==> src/rtl/riscv_fetch_pkg.sv <==
// -----------------------------------------------------------------------------
// riscv_fetch_pkg
//   Shared definitions for the instruction-fetch front end:
//     NOP_INSTR      canonical NOP (addi x0,x0,0), the payload of a trap marker
//     fetch_state_e  fetch sequencing states {RUN, TRAP, IDLE}
//     is_misaligned  true when a fetch target is not 4-byte aligned
// -----------------------------------------------------------------------------
package riscv_fetch_pkg;

  localparam logic [31:0] NOP_INSTR = 32'h0000_0013;

  typedef enum logic [1:0] {
    RUN  = 2'd0,  // normal fetching
    TRAP = 2'd1,  // presenting a misaligned-target marker to decode
    IDLE = 2'd2   // marker consumed, waiting for the next redirect
  } fetch_state_e;

  function automatic logic is_misaligned(input logic [1:0] pc_lo);
    return pc_lo != 2'b00;
  endfunction

endpackage : riscv_fetch_pkg

==> src/rtl/fetch_queue.sv <==
// -----------------------------------------------------------------------------
// fetch_queue
//   Circular buffer of DEPTH entries {pc, instr, filled} sitting between the
//   instruction-memory channel and decode. An entry is allocated (pc written,
//   filled cleared) when a request is accepted, filled in order as responses
//   return, and released when decode consumes it. flush_i empties the queue.
//
// Ports:
//   clk_i, rst_i          clock, asynchronous active-high reset
//   flush_i               drop every entry and zero all pointers
//   alloc_i, alloc_pc_i   allocate the next entry for a request at alloc_pc_i
//   fill_i, fill_instr_i  write the oldest unfilled entry and mark it filled
//   pop_i                 release the head entry (decode handshake)
//   head_*_o              contents of the entry at the read pointer
//   count_o               allocated entries (filled or not, not yet consumed)
//   unfilled_o            allocated entries still awaiting their response
// -----------------------------------------------------------------------------
module fetch_queue #(
  parameter int unsigned XLEN  = 32,
  parameter int unsigned DEPTH = 4
) (
  input  logic                     clk_i,
  input  logic                     rst_i,
  input  logic                     flush_i,
  input  logic                     alloc_i,
  input  logic [XLEN-1:0]          alloc_pc_i,
  input  logic                     fill_i,
  input  logic [31:0]              fill_instr_i,
  input  logic                     pop_i,
  output logic                     head_filled_o,
  output logic [XLEN-1:0]          head_pc_o,
  output logic [31:0]              head_instr_o,
  output logic [$clog2(DEPTH):0]   count_o,
  output logic [$clog2(DEPTH):0]   unfilled_o
);

  localparam int PW = $clog2(DEPTH);
  localparam int CW = PW + 1;

  typedef struct packed {
    logic [XLEN-1:0] pc;
    logic [31:0]     instr;
  } payload_t;

  payload_t          mem_q [DEPTH];
  logic [DEPTH-1:0]  filled_q;
  logic [PW-1:0]     alloc_ptr_q;
  logic [PW-1:0]     fill_ptr_q;
  logic [PW-1:0]     rd_ptr_q;
  logic [CW-1:0]     count_q;
  logic [CW-1:0]     unfilled_q;

  // NOTE: payload storage is deliberately not reset; an entry is only ever
  // observed through filled_q, which is reset and flushed.
  always_ff @(posedge clk_i) begin
    if (alloc_i) mem_q[alloc_ptr_q].pc    <= alloc_pc_i;
    if (fill_i)  mem_q[fill_ptr_q].instr  <= fill_instr_i;
  end

  // NOTE: sequential state uses non-blocking assignments only, so every
  // read inside this block sees the pre-edge value regardless of order.
  always_ff @(posedge clk_i or posedge rst_i) begin
    if (rst_i) begin
      filled_q    <= '0;
      alloc_ptr_q <= '0;
      fill_ptr_q  <= '0;
      rd_ptr_q    <= '0;
      count_q     <= '0;
      unfilled_q  <= '0;
    end else if (flush_i) begin
      filled_q    <= '0;
      alloc_ptr_q <= '0;
      fill_ptr_q  <= '0;
      rd_ptr_q    <= '0;
      count_q     <= '0;
      unfilled_q  <= '0;
    end else begin
      // Allocate, fill and pop always touch three distinct entries: the
      // allocated one is free, the filled one is unfilled, the popped one
      // is filled.
      if (alloc_i) begin
        filled_q[alloc_ptr_q] <= 1'b0;
        alloc_ptr_q           <= alloc_ptr_q + PW'(1);
      end
      if (fill_i) begin
        filled_q[fill_ptr_q] <= 1'b1;
        fill_ptr_q           <= fill_ptr_q + PW'(1);
      end
      if (pop_i) begin
        filled_q[rd_ptr_q] <= 1'b0;
        rd_ptr_q           <= rd_ptr_q + PW'(1);
      end
      count_q    <= count_q + CW'(alloc_i) - CW'(pop_i);
      unfilled_q <= unfilled_q + CW'(alloc_i) - CW'(fill_i);
    end
  end

  assign head_filled_o = filled_q[rd_ptr_q];
  assign head_pc_o     = mem_q[rd_ptr_q].pc;
  assign head_instr_o  = mem_q[rd_ptr_q].instr;
  assign count_o       = count_q;
  assign unfilled_o    = unfilled_q;

endmodule : fetch_queue

==> src/rtl/riscv_fetch_unit.sv <==
// -----------------------------------------------------------------------------
// riscv_fetch_unit
//   Instruction-fetch front end. Issues sequential fetch requests with several
//   in flight, buffers in-order responses with their PCs in fetch_queue, and
//   hands instructions to decode. A redirect flushes the queue, schedules the
//   still-outstanding responses to be discarded (drop counter) and restarts
//   fetch at the target; a misaligned target instead produces a single trap
//   marker (NOP, misaligned_out=1) and then idles until the next redirect.
//
// Ports:
//   clk_in, rst_in                  clock, asynchronous active-high reset
//   redirect_in, redirect_pc_in     branch/jump/trap redirect strobe + target
//   imem_req_valid_out/ready_in     request handshake, imem_addr_out = address
//   imem_rsp_valid_in, _data_in     in-order responses, always accepted
//   instr_valid_out/ready_in        decode handshake
//   instr_out, instr_pc_out         instruction and its PC
//   misaligned_out                  current instr_out is a trap marker
//   buf_count_out                   allocated queue entries
//
// Build option:
//   FETCH_PERF_CNT_EN  adds stall_req_cnt_out (request-stall cycles) and
//                      drop_cnt_out (discarded responses), both saturating.
// -----------------------------------------------------------------------------
module riscv_fetch_unit
  import riscv_fetch_pkg::*;
#(
  parameter int unsigned     XLEN      = 32,
  parameter int unsigned     BUF_DEPTH = 4,
  parameter logic [XLEN-1:0] RESET_PC  = '0
) (
  input  logic                        clk_in,
  input  logic                        rst_in,
  input  logic                        redirect_in,
  input  logic [XLEN-1:0]             redirect_pc_in,
  output logic                        imem_req_valid_out,
  input  logic                        imem_req_ready_in,
  output logic [XLEN-1:0]             imem_addr_out,
  input  logic                        imem_rsp_valid_in,
  input  logic [31:0]                 imem_rsp_data_in,
  output logic                        instr_valid_out,
  input  logic                        instr_ready_in,
  output logic [31:0]                 instr_out,
  output logic [XLEN-1:0]             instr_pc_out,
  output logic                        misaligned_out,
  output logic [$clog2(BUF_DEPTH):0]  buf_count_out
`ifdef FETCH_PERF_CNT_EN
  ,
  output logic [31:0]                 stall_req_cnt_out,
  output logic [31:0]                 drop_cnt_out
`endif
);

  localparam int CW = $clog2(BUF_DEPTH) + 1;
  localparam logic [CW:0] DEPTH_C = (CW+1)'(BUF_DEPTH);

  fetch_state_e    state_q;
  logic [XLEN-1:0] fetch_pc_q;
  logic [XLEN-1:0] trap_pc_q;
  logic [CW-1:0]   drop_q;      // responses still owed for flushed requests
  logic [CW-1:0]   drop_redir;  // drop_q after a redirect this cycle
  logic [CW-1:0]   pending;     // every response the memory still owes

  logic            head_filled;
  logic [XLEN-1:0] head_pc;
  logic [31:0]     head_instr;
  logic [CW-1:0]   q_count;
  logic [CW-1:0]   q_unfilled;
  logic [CW:0]     budget_used;

  logic req_fire;
  logic rsp_fill;
  logic rsp_drop;
  logic q_pop;

  // Queue entries plus owed stale responses may never exceed the depth, so
  // a stale response can never land in a freshly allocated entry's slot.
  assign budget_used = {1'b0, q_count} + {1'b0, drop_q};

  // rst_in keeps the request quiet while reset is held.
  assign imem_req_valid_out = !rst_in && (state_q == RUN) && !redirect_in &&
                              (budget_used < DEPTH_C);
  assign imem_addr_out      = fetch_pc_q;
  assign req_fire           = imem_req_valid_out && imem_req_ready_in;

  // Stale responses come back first (in order), so any response while
  // drop_q is nonzero belongs to a flushed request.
  assign rsp_drop = imem_rsp_valid_in && (drop_q != '0);
  assign rsp_fill = imem_rsp_valid_in && !redirect_in && (drop_q == '0) &&
                    (q_unfilled != '0);
  assign q_pop    = (state_q == RUN) && head_filled && instr_ready_in &&
                    !redirect_in;

  // A response arriving with the redirect retires one owed response; the
  // guard ignores a spurious response when nothing is outstanding.
  assign pending    = drop_q + q_unfilled;
  assign drop_redir = pending - CW'(imem_rsp_valid_in && (pending != '0));

  fetch_queue #(
    .XLEN  (XLEN),
    .DEPTH (BUF_DEPTH)
  ) u_queue (
    .clk_i         (clk_in),
    .rst_i         (rst_in),
    .flush_i       (redirect_in),
    .alloc_i       (req_fire),
    .alloc_pc_i    (fetch_pc_q),
    .fill_i        (rsp_fill),
    .fill_instr_i  (imem_rsp_data_in),
    .pop_i         (q_pop),
    .head_filled_o (head_filled),
    .head_pc_o     (head_pc),
    .head_instr_o  (head_instr),
    .count_o       (q_count),
    .unfilled_o    (q_unfilled)
  );

  // Redirect has priority over every other update in the cycle.
  always_ff @(posedge clk_in or posedge rst_in) begin
    if (rst_in) begin
      state_q    <= RUN;
      fetch_pc_q <= RESET_PC;
      trap_pc_q  <= '0;
      drop_q     <= '0;
    end else if (redirect_in) begin
      state_q    <= is_misaligned(redirect_pc_in[1:0]) ? TRAP : RUN;
      fetch_pc_q <= redirect_pc_in;
      trap_pc_q  <= redirect_pc_in;
      drop_q     <= drop_redir;
    end else begin
      if (req_fire) fetch_pc_q <= fetch_pc_q + XLEN'(4);
      if (rsp_drop) drop_q     <= drop_q - CW'(1);
      if (state_q == TRAP && instr_ready_in) state_q <= IDLE;
    end
  end

  // Decode-side view, decoded straight from registered state.
  // NOTE: every output gets a default before the case, so no path through
  // this block can leave a value unassigned and infer a latch.
  always_comb begin
    instr_valid_out = 1'b0;
    misaligned_out  = 1'b0;
    instr_out       = '0;
    instr_pc_out    = '0;
    unique case (state_q)
      TRAP: begin
        instr_valid_out = 1'b1;
        misaligned_out  = 1'b1;
        instr_out       = NOP_INSTR;
        instr_pc_out    = trap_pc_q;
      end
      RUN: begin
        if (head_filled) begin
          instr_valid_out = 1'b1;
          instr_out       = head_instr;
          instr_pc_out    = head_pc;
        end
      end
      default: ;
    endcase
  end

  assign buf_count_out = q_count;

`ifdef FETCH_PERF_CNT_EN
  logic [31:0] stall_cnt_q;
  logic [31:0] drop_evt_cnt_q;
  logic        drop_evt;

  assign drop_evt = redirect_in ? (imem_rsp_valid_in && (pending != '0))
                                : rsp_drop;

  always_ff @(posedge clk_in or posedge rst_in) begin
    if (rst_in) begin
      stall_cnt_q    <= '0;
      drop_evt_cnt_q <= '0;
    end else begin
      if (imem_req_valid_out && !imem_req_ready_in && (stall_cnt_q != '1))
        stall_cnt_q <= stall_cnt_q + 32'd1;
      if (drop_evt && (drop_evt_cnt_q != '1))
        drop_evt_cnt_q <= drop_evt_cnt_q + 32'd1;
    end
  end

  assign stall_req_cnt_out = stall_cnt_q;
  assign drop_cnt_out      = drop_evt_cnt_q;
`endif

endmodule : riscv_fetch_unit

==> config.mk <==
export PLATFORM = sky130hd
export DESIGN_NAME = riscv_fetch_unit
export DESIGN_NICKNAME = d
export VERILOG_FILES = /design/src/rtl/riscv_fetch_pkg.sv /design/src/rtl/fetch_queue.sv /design/src/rtl/riscv_fetch_unit.sv
export SDC_FILE = /design/constraint.sdc
export NUM_CORES = 1
export LEC_CHECK = 0
export ABC_AREA = 1
export BUFFER_PORTS_ARGS = -buffer_cell sky130_fd_sc_hd__buf_2
export CAP_MARGIN = 30
export CORE_ASPECT_RATIO = 1.75
export CORE_MARGIN = 5
export CORE_UTILIZATION = 45
export CTS_CLUSTER_SIZE = 10
export DETAILED_ROUTE_END_ITERATION = 6
export PLACE_DENSITY_LB_ADDON = 0.25
export RECOVER_POWER = 50
export REMOVE_ABC_BUFFERS = 1
export SETUP_SLACK_MARGIN = 0.1
export SYNTH_ARGS = -nofsm -noshare
export SYNTH_HDL_FRONTEND = slang
export SYNTH_SLANG_ARGS = --single-unit
==> constraint.sdc <==
create_clock -name clk_in -period 4.2 [get_ports clk_in]
set_input_delay 0.21 -clock clk_in [delete_from_list [all_inputs] [get_ports clk_in]]
set_output_delay 0.21 -clock clk_in [all_outputs]
set_load 0.01 [all_outputs]
Word level (Yosys, flattened, before mapping). Memory sizes are Yosys's and may differ from the RTL's. Cells that the tools add are included.

Register bits: 85. Memory bits (writable): 256. Input port bits: 70. Output and inout bits: 102. Logic and storage cells: 105. Memories kept: 1.

Add/subtract/negate cells: 12. Magnitude comparators: 7. Equality and inequality tests: 1. Multiplexer cells: 40. Bitwise operators: 5. Reductions and logical operators: 29.

Memory list: u_queue.mem_q (depth 4, width 64, rd ports 1, clocked after memory_dff 0, wr ports 2, line fetch_queue.sv:45) `payload_t mem_q [DEPTH];`.

Operator list (number): $mux 32 (4); $pmux 32 s2 (2); $add 32x3->32 const B (1); $mux 4 (6); $logic_and 1x1->1 (16); $mux 2 (8); $mux 3 (4); $reduce_bool 2->1 (6); $mux 1 (11); $lt 2x3->1 const B (3); $reduce_bool 3->1 (3); $sub 3x1->3 (3); $and 4x4->4 (2); $not 4->4 (2); $add 2x1->2 const B (3); $add 3x1->3 (2); $demux 1 s2 (3); $ge 2x1->1 const B (3); $add 3x3->4 (1); $lt 4x3->1 const B (1); $or 4x4->4 (1); $add 3x3->3 (1); $logic_not 3->1 (1); $sub 3x1->3 const B (1); 5 further kinds (6).

Logic depth before layout (Yosys ltp). Gate-level depths: netlist of run 1.

Depth in word-level cells: 14. Gate-level depth with buffers: 15. Mapped depth without buffers: 14.

Modules after synthesis. A second synthesis of run 1 with hierarchy kept.

Cells, all modules: 1522. Area, all modules: 15966.6 um^2.

By module, submodules not included: fetch_queue (instances 1, cells an instance 873, area an instance 11499.8 um^2, seq. area each 8087.8 um^2); riscv_fetch_unit (instances 1, cells an instance 649, area an instance 4466.8 um^2, seq. area each 1726.7 um^2).

Least setup slack after synthesis of run 1. OpenSTA, ideal clock, no wires.

Path type: input port to flip-flop. Start point: input rst_in. End point: register u_queue.unfilled_q[2] (netlist: u_queue.unfilled_o[2]). Library setup time: 0.086 ns. Data arrival time: 3.675 ns. Data required time: 4.114 ns. Path slack: 0.439 ns. Stages on the path: 12. Path buffers: 2. Cells stage by stage: inv_1 nand2_2 nor2_4 nand3_4 inv_2 buf_6 buf_8 ha_1 inv_1 fa_1 and3_1 nor3_1.

Longest elaborated chain between the ends: 8.

RTL lines: start, declared (line riscv_fetch_unit.sv:32) `input logic rst_in,`; $logic_not 1->1 (no line); $logic_and 1x1->1 (3 in a row) (line riscv_fetch_unit.sv:80) `assign imem_req_valid_out = !rst_in && (state_q == RUN) && !redirect_in &&`; $logic_and 1x1->1 (line riscv_fetch_unit.sv:83) `assign req_fire = imem_req_valid_out && imem_req_ready_in;`; $add 3x1->3 (line fetch_queue.sv:94) `unfilled_q <= unfilled_q + CW'(alloc_i) - CW'(fill_i);`; $sub 3x1->3 (line fetch_queue.sv:94); $mux 3 (line fetch_queue.sv:70) `end else if (flush_i) begin`; end signal, assigned (line fetch_queue.sv:94); end, declared (line fetch_queue.sv:51) `logic [CW-1:0] unfilled_q;`.

Every way passes these cells. A chain may end at the register's enable or synchronous reset.

Worst setup path in the final report of run 1.
Start point: register u_queue.rd_ptr_q[0]. End point: output instr_pc_out[18].

Longest elaborated chain between the ends: 4. Elaborated cells on any way between the ends: 5. Those cells by class: 4 x mux; 1 x memory.

RTL lines: start, declared (line fetch_queue.sv:49) `logic [PW-1:0] rd_ptr_q;`; start signal, assigned (line fetch_queue.sv:91) `rd_ptr_q <= rd_ptr_q + PW'(1);`; $bmux 1 s2 (line fetch_queue.sv:98) `assign head_filled_o = filled_q[rd_ptr_q];`; $mux 1 (implied by the code) (line fetch_queue.sv:98); $mux 32 (*) (line riscv_fetch_unit.sv:152) `if (head_filled) begin`; $pmux 32 s2 (*) (line riscv_fetch_unit.sv:144) `unique case (state_q)`; end, declared (line riscv_fetch_unit.sv:43) `output logic [XLEN-1:0] instr_pc_out,`.

Every way passes the cells marked *; elsewhere a longest branch is shown, timed or not. The select of a mux whose other input is x is not followed.

==> metrics, run 1 <==
Hold Path Cell Cnt 3; Skew-Pair Late Insertion Delay 530 ps; IO buf count 171; Rel. slew slack -69.9%; final WL 39.1 mm; maximum VDD drop 0.361 mV; syn avg cell area 10.4 um^2; worst setup path class reg -> out; Min-Delay Path Class in -> reg; CTS tree done; post-DP HPWL 24.9 mm; final core utilization 54.5%; top cell type's share of synthesized area 51.2%; Leakage 0.00719 uW; Gate Count Post-Synth 1443; vias in the first global route 11.3k; actual slew at the worst max-slew pin 2550 ps; Initial DRC Count 645; routability cong. 0.824; Top FF cell, synth edfxtp_1; gr usage total 20.9%; H-tree level count 2; post-synth cell types 37; Chip Width 148 um; cell taking the most area after synthesis edfxtp_1; final worst path period share 82.3%; Post-DP Area 16200 um^2; synth top area cells edfxtp_1, dfrtp_1, o21ai_0, nand2_1, nor2_1; DR vias/cell 5.30; fmax 0.289 GHz; Yosys reg bits 341; final hold vios 0; CTS buffer count 40; CP Max Fanout 94; total grt overflow 0; # IOs 172; clk slew on worst S/H paths 60 ps; outcome complete, but fails checks; hold path startpoint redirect_pc_in[30]; clk_skew 20.9 ps; Tot Pwr 7570 uW; number of remaining DRC errors 0; Starting Density 45.6%; Diodes inserted 0; Pwr Density 422 nW/um^2; drt pass-1 iters 5; setup slack, reg-to-reg 1010 ps; sequential area share after synthesis 65.4%; clock buffer depth 3; CP endpoint kind primary output; area grow syn2layout 19.5%; Hold EP trap_pc_q[30]; final instance area 17900 um^2; crit start category flip-flop; largest net degree at the start of global routing 95; die area 37200 um^2; first-pass GRT wire length 61.1 mm; failing checks max-capacitance violations, max-slew violations; Post-Syn Area 15000 um^2; Required @ worst endpoint 3990 ps; share of cells above drive strength 1 11.5%; initial antenna violation count 1; reg-to-reg critical path startpoint u_queue.rd_ptr_q[0]; Core Region 32900 um^2; CP arrival 3250 ps; final worst path period need 3460 ps; RSZ-0062 raised after global routing false; reg-to-reg critical path endpoint u_queue.count_o[2]; DR vias 11.2k; Setup violations, final 0; MaxCap Viol Count 1; Fillers 2917; Yosys Warn Count 0; Die Ht 252 um; final slew viol count 44; Routed wire per std cell 18.6 um; CTS sink cnt 341; Cell Rows 88; Reg2Reg Depth 14; async set-reset flop share out of synthesis 24.9%; # nets final 1768; clock root buffer clkbuf_16; Post-synth EDFFs 256; antenna viol nets, final 0; worst hold slack 15.4 ps
[layer usage]
| metal | vias to the layer above | part of all wire (%) | global-route usage, % |
|---|---|---|---|
| met5 | - | 0 | 0 |
| met4 | 0 | 4.3 | 8.96 |
| met3 | 93 | 4.8 | 2.64 |
| met2 | 341 | 52 | 38.5 |
| met1 | 5359 | 39 | 24.4 |
| li1 | 5376 | - | - |
[kinds of logic (layout without fill, tap and decap cells)]
group           Yosys count  count (layout)  share of synthesized area (%)
xor+xnor                  8               8                          0.467
simple gates            593             593                           16.4
fa+ha+maj                27              27                           2.40
flops                   341             341                           65.4
buf+inv                 191             449                           5.40
compound gates          283             283                           9.90
[cells in the final DEF (no fill, tap or decap), types with 6 or more instances in the layout]
master,netlist,final
o21ai_0,190,190
edfxtp_1,256,256
nand2_1,246,246
xnor2_1,6,6
o21ai_1,13,13
clkbuf_1,32,100
nand3b_1,7,7
nand4_1,19,19
o22ai_1,35,35
nand3_1,65,65
nor2_1,235,232
nand2_2,7,7
dfrtp_1,85,83
ha_1,24,24
a21oi_1,35,35
dlygate4sd3_1,0,63
buf_2,24,102
clkbuf_16,0,41
buf_4,8,19
inv_1,114,113
nor2_4,3,7
inv_2,7,6
[synth_stat cells, types with 19 or more instances]
cell      instances
nand4_1          19
nand3_1          65
nand2_1         246
o22ai_1          35
inv_1           114
a21oi_1          35
edfxtp_1        256
ha_1             24
nor2_1          235
dfrtp_1          85
clkbuf_1         32
o21ai_0         190
buf_2            24
[state kept, by name (all words and copies together) (netlist names)]
| register | count |
|---|---|
| drop_q | 3 |
| imem_addr_out | 32 |
| state_q | 2 |
| trap_pc_q | 32 |
| u_queue.alloc_ptr_q | 2 |
| u_queue.count_o | 3 |
| u_queue.fill_ptr_q | 2 |
| u_queue.filled_q | 4 |
| u_queue.mem_q | 256 |
| u_queue.rd_ptr_q | 2 |
| u_queue.unfilled_o | 3 |
[final cells by class]
class	instances	area, um^2	area share, %
timing repair buffer	256	1590	8.89
clock inverter	1	8.76	0.0488
sequential	341	9820	54.8
multi-input combinational	911	4410	24.6
tap	405	507	2.83
clock buffer	71	1140	6.35
inverter	121	457	2.55
[how the worst max path moves through the flow]
stage                         from  slack [ps]                 end
4_1_cts        u_queue.rd_ptr_q[0]         660    instr_pc_out[18]
6_report       u_queue.rd_ptr_q[0]         740    instr_pc_out[18]
3_3_place_gp   u_queue.rd_ptr_q[0]        1020  u_queue.count_o[2]
2_1_floorplan  u_queue.rd_ptr_q[0]       -1040  u_queue.count_o[2]
5_1_grt        u_queue.rd_ptr_q[0]         480     instr_pc_out[1]
3_5_place_dp   u_queue.rd_ptr_q[0]        1000  u_queue.count_o[2]
[metrics by stage]
stage	setup WS, ps	instances	TNS, ps
floorplan	-1040	1373	-40510
global placement	1020	1970	0
detailed placement	1000	1970	0
CTS	665	2105	0
global route	480	2106	0
finish	742	2106	0
[power by group]
group	total [uW]	switching [uW]	internal, uW
Clock	3080	1260	1820
Combinational	620	389	232
Sequential	3870	124	3740
Total	7570	1770	5800
[critical path, stage by stage (launching register included)]
cell and delay [ps]:
dfrtp_4 660, clkinv_2 460, buf_4 780, o21ai_0 180, o22ai_1 160, nand2_1 70, o21ai_0 160, buf_2 190
[timing repair]
item | 4_1_cts | 5_1_grt
buffers inserted | 0 | 0
hold endpoints to repair | 224 | 0
resized for setup | 0 | 0
hold buffers | 63 | 0
No activity file was read; power rests on OpenSTA's default activity.
==> inputs of run 2 (changes only) <==
clock period = 3 ns   (was 4.2 ns; I/O delays follow)
==> run 2 against run 1 <==
Compared with the run above:
- the run now ends clean
- first-iteration DRC count increased by 9.9%
- via count rose by 0.33%
- final area rose by 0.43%
- largest cell class unchanged
- clock skew increased by 6.1 ps
- utilization is 0.24 points higher
- hold slack improved by 11 ps
- die area did not move
- register-to-register slack got worse by 470 ps
- combinational power up 41%
- non-clock buffer count up 9
- global-route usage hardly changed
==> metrics, run 2 (synthesis results as in run 1) <==
CTS buffer count 40 (unchanged); Required @ worst endpoint 2850 ps (was 3990 ps); DR vias 11.2k (about the same); CP Max Fanout 11 (was 94); fmax 0.373 GHz; final core utilization 54.7% (was 54.5%); Setup violations, final 0 (unchanged); Reg2Reg Depth 14 (unchanged); Cell Rows 88 (unchanged); post-DP HPWL 24.4 mm (was 24.9 mm); post-route setup TNS 0 ps (unchanged); final worst path period need 2680 ps; Die Ht 252 um (unchanged); Biggest register u_queue.mem_q (unchanged); gr usage total 20.9% (about the same); max reg flops 256 (unchanged); final WL 39.0 mm (was 39.1 mm); Leakage 0.00725 uW (was 0.00719 uW); MaxCap Viol Count 0 (was 1); hold path startpoint imem_rsp_valid_in (was redirect_pc_in[30]); most frequent cells in the layout edfxtp_1, nand2_1, nor2_1 (unchanged); most common cell after layout, fill and taps aside edfxtp_1 (unchanged); crit start category flip-flop (unchanged); Chip Width 148 um (unchanged); die area 37200 um^2 (unchanged); worst hold slack 25.9 ps (was 15.4 ps); # nets final 1777 (was 1768); IO buf count 171 (unchanged); routability cong. 0.866 (was 0.824); total grt overflow 0 (unchanged); final worst path period share 89.4%; CP arrival 2530 ps (was 3250 ps); Routed wire per std cell 18.4 um (was 18.6 um); DR vias/cell 5.29 (was 5.30); Skew-Pair Late Insertion Delay 540 ps (was 530 ps); RSZ-0062 raised after global routing false (unchanged); first-pass GRT wire length 61.5 mm (was 61.1 mm); share of cells above drive strength 1 11.9% (was 11.5%); # IOs 172 (unchanged); initial antenna violation count 1 (unchanged); drt pass-1 iters 5 (unchanged); CTS sink cnt 341 (unchanged); final hold vios 0 (unchanged); Pwr Density 592 nW/um^2 (was 422 nW/um^2); setup slack, reg-to-reg 540 ps (was 1010 ps); clk_skew 27.0 ps (was 20.9 ps); Hold Path Cell Cnt 4 (was 3); number of remaining DRC errors 0 (unchanged); reg-to-reg critical path endpoint u_queue.count_o[2] (unchanged); vias in the first global route 11.4k (was 11.3k); largest net degree at the start of global routing 132 (was 95); Min-Delay Path Class in -> reg (unchanged); maximum VDD drop 0.408 mV (was 0.361 mV); CTS tree done (unchanged); Core Region 32900 um^2 (unchanged); Setup Fix Bufs, Post-CTS 0 (unchanged); clock root buffer clkbuf_16 (unchanged); Initial DRC Count 709 (was 645); Starting Density 45.6% (unchanged); actual slew at the worst max-slew pin 1410 ps (was 2550 ps); Rel. slew slack 5.78% (was -69.9%); outcome complete, no violations (was complete, but fails checks); antenna viol nets, final 0 (unchanged); clk slew on worst S/H paths 50 ps (was 60 ps); worst setup path class reg -> out (unchanged); clock buffer depth 3 (unchanged); area grow syn2layout 20.0% (was 19.5%); CP endpoint kind primary output (unchanged); final slew viol count 0 (was 44); H-tree level count 2 (unchanged); Hold EP drop_q[2] (was trap_pc_q[30]); reg-to-reg critical path startpoint u_queue.rd_ptr_q[0] (unchanged)
==> run 2: cell count changes in the layout (fill, tap and decap cells not counted), sizes merged <==
| cell | before | now |
|---|---|---|
| dlygate4sd3 | 63 | 67 |
| clkinv | 1 | 2 |
| diode | 0 | 1 |
| inv | 120 | 122 |
| buf | 123 | 127 |
==> run 2: routing by layer <==
metal,global-route usage (%),up-vias,part of all wire [%]
met5,0,-,0
li1,-,5389,-
met2,38.4,326,53
met3,2.77,89,4.9
met4,9.27,0,4.1
met1,24.3,5402,38
==> run 2: worst max-delay path, cell delays in order, from the launching register on <==
cell and delay [ps]:
dfrtp_4 500, clkinv_2 80, nand2_1 50, nand2_1 50
nand2_1 40, nand2_1 170, nand2_2 100, inv_2 290
buf_4 280, nand2_1 70, o21ai_0 170, buf_2 210
==> run 2: power breakdown <==
group | internal, uW | switching (uW)
registers | 5240 | 175
logic | 332 | 542
clock network | 2560 | 1810
==> run 2: per-stage QoR <==
step | total power, uW | area, um^2 | std cells | setup WS [ps]
final | 10700 | 18000 | 2118 | 319
after global routing | 11100 | 18000 | 2118 | 120
after CTS | 10800 | 18100 | 2117 | 252
after detailed placement | 6340 | 16300 | 1976 | 566
after global placement | 6320 | 16300 | 1976 | 638
after floorplan | 5940 | 14600 | 1373 | -2240
==> run 2: cell type report <==
class / count / area, um^2
antenna: 1 / 2.50
clock buffer: 70 / 1130
clock inverter: 4 / 30.0
fill: 2878 / 14900
inverter: 121 / 457
multi-input combinational: 911 / 4400
sequential: 341 / 9820
tap: 405 / 507
timing repair buffer: 265 / 1650
==> run 2: how the worst max path moves through the flow <==
stage	to	from	cells after the start
global placement	u_queue.unfilled_o[2]	u_queue.count_o[1]	11
global route	instr_pc_out[1]	u_queue.rd_ptr_q[0]	11
floorplan	u_queue.count_o[2]	u_queue.rd_ptr_q[0]	14
CTS	instr_pc_out[0]	u_queue.rd_ptr_q[1]	7
finish	instr_pc_out[30]	u_queue.rd_ptr_q[0]	11
detailed placement	u_queue.unfilled_o[2]	u_queue.count_o[1]	11
==> run 2: what timing repair did <==
item / in CTS / in global routing
resized for setup: 0 / 1
endpoints found under the hold margin: 239 / 0
hold buffers: 67 / 0
endpoints found under the setup margin: 0 / 1
==> inputs of run 3 (changes only) <==
MAX_ROUTING_LAYER = met4   (was unset)
RECOVER_POWER = 100   (was 50)
==> run 3 against run 2 <==
Compared with the run above:
- wire length grew 0.46%
- register-to-register slack got worse by 240 ps
- combinational power shrank 2%
- die area unchanged
- maximum frequency shrank 0.87%
- non-clock buffer count did not move
- utilization shrank 0.37 points
- setup slack lost 24 ps
- clock skew is essentially flat
- largest power group unchanged
==> metrics, run 3 (synthesis results as in run 1) <==
outcome complete, no violations (unchanged); reg-to-reg critical path startpoint u_queue.count_o[1] (was u_queue.rd_ptr_q[0]); maximum VDD drop 0.412 mV (was 0.408 mV); area grow syn2layout 19.2% (was 20.0%); clock root buffer clkbuf_16 (unchanged); Cell Rows 88 (unchanged); clock buffer depth 3 (unchanged); CP endpoint kind flip-flop (was primary output); Leakage 0.00700 uW (was 0.00725 uW); Starting Density 45.6% (unchanged); Routed wire per std cell 18.5 um (was 18.4 um); CTS sink cnt 341 (unchanged); CTS tree done (unchanged); # nets final 1777 (unchanged); hold path startpoint imem_rsp_valid_in (unchanged); Reg2Reg Depth 7 (was 14); most common cell after layout, fill and taps aside edfxtp_1 (unchanged); Skew-Pair Late Insertion Delay 540 ps (about the same); worst setup path class reg -> reg (was reg -> out); Pwr Density 595 nW/um^2 (was 592 nW/um^2); Critical Path Start u_queue.count_o[1] (was u_queue.rd_ptr_q[0]); H-tree level count 2 (unchanged); most frequent cells in the layout edfxtp_1, nand2_1, nor2_1 (unchanged); vias in the first global route 11.4k (about the same); Rel. slew slack 4.16% (was 5.78%); largest net degree at the start of global routing 132 (unchanged); CTS buffer count 40 (unchanged); share of cells above drive strength 1 8.24% (was 11.9%); final hold vios 0 (unchanged); Die Ht 252 um (unchanged); reg-to-reg critical path endpoint u_queue.mem_q[2][50] (was u_queue.count_o[2]); drt pass-1 iters 5 (unchanged); die area 37200 um^2 (unchanged); Required @ worst endpoint 3140 ps (was 2850 ps); crit start category flip-flop (unchanged); CP Max Fanout 32 (was 11); max reg flops 256 (unchanged); Biggest register u_queue.mem_q (unchanged); Core Region 32900 um^2 (unchanged); post-DP HPWL 24.4 mm (unchanged); clk_skew 27.1 ps (was 27.0 ps); Initial DRC Count 650 (was 709); MaxCap Viol Count 0 (unchanged); gr usage total 21.6% (was 20.9%); DR vias/cell 5.29 (about the same); worst hold slack 29.8 ps (was 25.9 ps); final core utilization 54.3% (was 54.7%); clk slew on worst S/H paths 60 ps (was 50 ps); Setup Fix Bufs, Post-CTS 0 (unchanged); CP Capture Point u_queue.mem_q[2][50] (was instr_pc_out[30]); Chip Width 148 um (unchanged); final slew viol count 0 (unchanged); final worst path period need 2700 ps (was 2680 ps); routability cong. 0.880 (was 0.866); IO buf count 171 (unchanged); final WL 39.2 mm (was 39.0 mm); Min-Delay Path Class in -> reg (unchanged); DR vias 11.2k (about the same); initial antenna violation count 1 (unchanged); final worst path period share 90.1% (was 89.4%); antenna viol nets, final 0 (unchanged); # IOs 172 (unchanged); RSZ-0062 raised after global routing false (unchanged); setup slack, reg-to-reg 300 ps (was 540 ps); actual slew at the worst max-slew pin 1440 ps (was 1410 ps); CP arrival 2840 ps (was 2530 ps); Setup violations, final 0 (unchanged); first-pass GRT wire length 61.6 mm (was 61.5 mm); fmax 0.370 GHz (was 0.373 GHz); number of remaining DRC errors 0 (unchanged); total grt overflow 0 (unchanged)
[run 3: per-layer routing]
| layer | vias up | part of all wire [%] | GRT usage (%) |
|---|---|---|---|
| met5 | - | 0 | - |
| met4 | 0 | 4.0 | 9.27 |
| met3 | 92 | 4.8 | 2.59 |
| met2 | 325 | 53 | 38.3 |
| met1 | 5408 | 38 | 24.4 |
| li1 | 5385 | - | - |
[run 3: metrics by stage]
step / setup TNS, ps / power, uW / area [um^2] / instances / setup slack [ps]
2_1_floorplan: -198470 / 5940 / 14600 / 1373 / -2240
3_3_place_gp: 0 / 6320 / 16300 / 1976 / 638
3_5_place_dp: 0 / 6340 / 16300 / 1976 / 566
4_1_cts: 0 / 10800 / 18100 / 2117 / 252
5_1_grt: 0 / 11100 / 17900 / 2118 / 124
6_report: 0 / 10700 / 17900 / 2118 / 296
[run 3: final cells by class]
class                           instances  area [um^2]
Antenna cell                            1         2.50
Clock buffer                           70         1130
Clock inverter                          4         30.0
Fill cell                            2924        15000
Inverter                              121          457
Multi-Input combinational cell        911         4390
Sequential cell                       341         9820
Tap cell                              405          507
Timing Repair Buffer                  265         1550
[run 3: power breakdown]
| part | switching (uW) | leakage, uW | internal [uW] |
|---|---|---|---|
| Combinational | 541 | 0.00308 | 316 |
| Sequential | 176 | 0.00336 | 5240 |
| Clock | 1820 | 0.000555 | 2560 |
[run 3: how the worst min path moves through the flow]
stage / to / slack [ps] / cells past startpoint
after floorplan: state_q[1] / 210 / 1
after global placement: u_queue.mem_q[2][0] / 360 / 1
after detailed placement: u_queue.mem_q[3][22] / 370 / 1
after CTS: drop_q[2] / 10 / 4
after global routing: drop_q[2] / 60 / 4
final: drop_q[2] / 30 / 4
[run 3: repair_timing]
| action | 4_1_cts | 5_1_grt |
|---|---|---|
| hold endpoints to repair | 239 | 0 |
| endpoints found under the setup margin | 0 | 1 |
| resized for setup | 0 | 1 |
| hold buffers | 67 | 0 |
[run 3: critical path: stages (launching register included)]
cell and delay [ps]:
dfrtp_1 440, ha_1 320, nand2_1 70, nor2_1 50, nor2_1 320, nand4_1 200
inv_1 90, clkbuf_2 800
